## src/rtl/prod_accum.sv

```systemverilog
// prod_accum: sums N_TERMS consecutive 8-bit products from the upstream
// multiplier and presents each total on a registered valid/ready output.
//
// Handshake semantics (both sides): a transfer happens on a rising clock edge
// where valid and ready are both 1. in_ready depends only on the state and clr,
// never on in_valid. out_valid stays high, with sum_out stable, until a
// consume (out_valid & out_ready & !clr), a clr or a rst. A consume that
// coincides with clr is not a transfer; the held result is discarded.
module prod_accum #(
  parameter int N_TERMS = 4,
  parameter int ACC_W   = 10
) (
  input  logic             clk,
  input  logic             rst,
  input  logic             clr,
  input  logic [7:0]       prod_in,
  input  logic             in_valid,
  output logic             in_ready,
  output logic [ACC_W-1:0] sum_out,
  output logic             out_valid,
  input  logic             out_ready,
  output logic [4:0]       term_cnt
);

  // Reject configurations where the count range is unsupported or the
  // accumulator could overflow.
  if (N_TERMS < 2 || N_TERMS > 16) begin : g_bad_n_terms
    $error("prod_accum: N_TERMS must be in 2..16");
  end
  if (ACC_W < 8 + $clog2(N_TERMS)) begin : g_bad_acc_w
    $error("prod_accum: ACC_W too narrow for N_TERMS products");
  end

  typedef enum logic {
    S_ACCUM = 1'b0,
    S_HOLD  = 1'b1
  } state_t;

  localparam logic [4:0] LAST_CNT = 5'(N_TERMS - 1);

  state_t           state;
  logic [ACC_W-1:0] acc;
  logic [ACC_W-1:0] prod_ext;
  logic [ACC_W-1:0] acc_next;

  assign prod_ext = {{(ACC_W-8){1'b0}}, prod_in};
  assign acc_next = acc + prod_ext;

  // Input side is open only while accumulating and not being cleared.
  assign in_ready  = (state == S_ACCUM) && !clr;
  // A result is presented exactly while the FSM holds it.
  assign out_valid = (state == S_HOLD);

  // Accumulate products, latch the total on the last term, hold until consumed.
  always_ff @(posedge clk) begin
    if (rst || clr) begin
      state    <= S_ACCUM;
      acc      <= '0;
      term_cnt <= '0;
      sum_out  <= '0;
    end else begin
      case (state)
        S_ACCUM: begin
          // in_ready is 1 here since clr is low, so in_valid alone is an accept.
          if (in_valid) begin
            if (term_cnt == LAST_CNT) begin
              sum_out  <= acc_next;
              acc      <= '0;
              term_cnt <= '0;
              state    <= S_HOLD;
            end else begin
              acc      <= acc_next;
              term_cnt <= term_cnt + 5'd1;
            end
          end
        end
        S_HOLD: begin
          if (out_ready) begin
            state <= S_ACCUM;
          end
        end
        default: state <= S_ACCUM;
      endcase
    end
  end

endmodule

```

## config.mk

```make
export PLATFORM = sky130hd
export DESIGN_NAME = prod_accum
export DESIGN_NICKNAME = d
export VERILOG_FILES = /design/src/rtl/prod_accum.sv
export SDC_FILE = /design/constraint.sdc
export NUM_CORES = 1
export LEC_CHECK = 0
export BUFFER_PORTS_ARGS = -buffer_cell sky130_fd_sc_hd__buf_2
export CORE_AREA = 10 10 82 84
export DETAILED_ROUTE_END_ITERATION = 10
export DIE_AREA = 0 0 92 94
export GPL_TIMING_DRIVEN = 0
export PLACE_DENSITY = 0.47
export SLEW_MARGIN = 30
export SYNTH_ARGS = -nofsm -noshare
export SYNTH_HDL_FRONTEND = slang
export SYNTH_SLANG_ARGS = --single-unit
export TNS_END_PERCENT = 20
```

## constraint.sdc

```tcl
create_clock -name clk -period 4.1 [get_ports clk]
set_input_delay 0.82 -clock clk [delete_from_list [all_inputs] [get_ports clk]]
set_output_delay 0.82 -clock clk [all_outputs]
set_load 0.01 [all_outputs]
```

==> metrics.yaml <==
run_status:
  status: "completed"
power_and_ir_drop:
  design_power_total_mw: 0.5530
  peakVddDrop_mv: 0.1747
  power.density_nw_per_um2: 305.2
  p_leak_nw: 0.7467
setup_path:
  rrSetupSlack_ns: 2.00
  crit_start: "prod_in[0]"
  crit_required_ns: 4.26
  path_max_fanout: 4
  r2r-start: "acc[0]"
  end_kind: "flip-flop"
  cp.arrival_ns: 2.53
  critical_path_class: "input port to flip-flop"
  start_kind: "input port"
  reg2reg_to: "acc[8]"
  rr_worst_depth: 8
detailed_routing:
  drc: 0
  vias_per_cell: 4.996
  wire_per_inst_um: 14.51
  drt-initial-drc-count: 59
  via_count: 1369
  drt-pass1-iter-count: 4
  ant_nets: 0
  totalWireLength_mm: 3.976
finish:
  fin_area_sq_um: 1812
  drive_gt1_share_pct: 26.47
  nNetsFinal: 228
  area_growth_pct: 20.17
  multiInputGateArea_sq_um: 900.9
  final_core_util_pct: 35.70
  fill_cells: 558
  num_antenna_cells: 0
  layout.area.seq_sq_um: 520.5
synth:
  synth_cell_types: 51
  yosys-top-cells-count: "dfxtp_1 (26), nor2_1 (20), nand2_1 (13), a21oi_1 (12), ha_1 (9)"
  synth.area.top_cells: "dfxtp_1 (35%), ha_1 (7.5%), nor2_1 (5.0%)"
  yosys.area.top_type: "dfxtp_1"
  synth_fp_nets: 194
  synth_seq_cells: 26
  synth-seq-area-share_pct: 34.52
  syn_inst: 171
  yosysTopAreaCellShare_pct: 34.52
  async_reset_ff_share_pct: 0
  synth_area_sq_um: 1508
  postSynthAreaPerCell_sq_um: 8.817
  synth_edf_count: 0
  synth_warnings: 0
  synth_flop_cell: "dfxtp_1"
  synth.most_common_cell: "dfxtp_1"
min_path:
  min_to: "sum_out[2]"
  min_from: "sum_out[2]"
  hold_path_class: "flip-flop to flip-flop"
  hold_depth: 2
cts:
  clock_path_buffers: 2
  cts_buffers: 3
  path_clk_slew_ns: 0.10
  insertion_delay_ns: 0.28
  cts_resized: 0
  cts_hold_buf: 0
  cts_sinks: 26
  root_buffer: "clkbuf_8"
  htree_levels: 1
  cts_tree: "done"
  cts_setup_buffers: 0
timing:
  maxSlewViolCount: 0
  fin_worst_skew_ns: 0.01047
  hold_violations: 0
  rsz0062_at_grt: "no"
  finalHoldWorstSlack_ns: 0.4605
  setup_viol: 0
  fin_tns_setup_ns: 0
  relSlewSlack_pct: 46.39
  min_period_ns: 2.365
  period_share_pct: 57.68
  max_freq_mhz: 422.9
  worst_slew_pin_slew_ns: 0.8041
die:
  rows: 26
  initial_core_util_pct: 29.71
  die_h_um: 94
  coreArea_sq_um: 5075
  ios: 30
  die_width_um: 92
  dieArea_sq_um: 8648
place:
  place_area_sq_um: 1740
  hpwl_mm: 3.067
  io_buffers: 29
  place.gp.congestion: 0.7604
run:
  max_cap_violations: 0
grt:
  antenna_found_initial: 0
  grt_pass1_vias: 1357
  grt_start_max_net_pins: 16
  grt_overflow_total: 0
  grtUsageTotal_pct: 9.298
  grt_pass1_wl_mm: 6.796
layer usage:
layer | part of all wire, % | global-route usage (%) | wire length (um) | vias up
met5 | 0 | 0 | 0 | -
met4 | 0.86 | 1.928 | 34 | 0
met3 | 4.6 | 2.878 | 181 | 4
li1 | - | - | - | 696
met2 | 46 | 15.24 | 1832 | 26
met1 | 48 | 11.71 | 1927 | 643
cell families (layout without fill, tap and decap cells):
logic type / count (synthesis) / in the layout / synth area share [%]
xor gates and xnor gates: 6 / 6 / 3.485
and+or+nand+nor: 69 / 69 / 24.40
adders and majority gates: 10 / 10 / 8.797
DFF: 26 / 26 / 34.52
buffers and inverters: 12 / 45 / 5.725
AOI/OAI and AO/OA: 48 / 48 / 23.07
layout make-up:
cell class | count | area share, %
multi-input combinational | 133 | 49.72
sequential | 26 | 28.73
timing repair buffer | 29 | 8.011
tap | 70 | 4.834
buffer | 8 | 3.936
clock buffer | 3 | 2.279
clock inverter | 1 | 1.657
inverter | 4 | 0.8287
registers in the layout, summed over array words and instances, names as in the netlist:
name / count
term_cnt: 5
out_valid: 1
acc: 10
sum_out: 10
worst max path at each step:
stage | endpoint | slack (ns) | depth (start not counted)
2_1_floorplan | acc[8] | 1.74 | 8
3_3_place_gp | acc[8] | 1.44 | 9
3_5_place_dp | acc[8] | 1.43 | 9
4_1_cts | acc[8] | 1.73 | 9
5_1_grt | acc[8] | 1.62 | 9
6_report | acc[8] | 1.74 | 9
placed cells by master (no fill, tap or decap), drive strengths merged, types with 4 or more instances in the layout:
cell,instances
o21ai,4
a211oi,4
nor2,20
a31oi,6
nor3,6
a22oi,5
nand2,13
a21oi,12
nand3,9
nand4,4
inv,4
ha,9
xor2,4
and3,5
buf,34
dfxtp,26
clkbuf,6
power by group:
| group | total (mW) | internal, mW | switching [mW] |
|---|---|---|---|
| clock network | 0.215 | 0.131 | 0.0842 |
| registers | 0.259 | 0.256 | 0.00305 |
| logic | 0.0787 | 0.0325 | 0.0462 |
| total | 0.553 | 0.420 | 0.133 |
per-stage QoR:
stage	setup slack, ns	cells
after floorplan	1.741	171
after global placement	1.441	270
after detailed placement	1.432	270
after CTS	1.727	274
after global routing	1.622	274
final	1.735	274
worst max-delay path, cell delays in order:
cell and delay, ns:
buf_2 0.08, ha_1 0.21, inv_1 0.07, fa_1 0.42
nor2b_1 0.19, o31ai_2 0.10, a31oi_2 0.26, nor3_1 0.10
a211o_1 0.27
No activity file was read; power rests on OpenSTA's default activity.
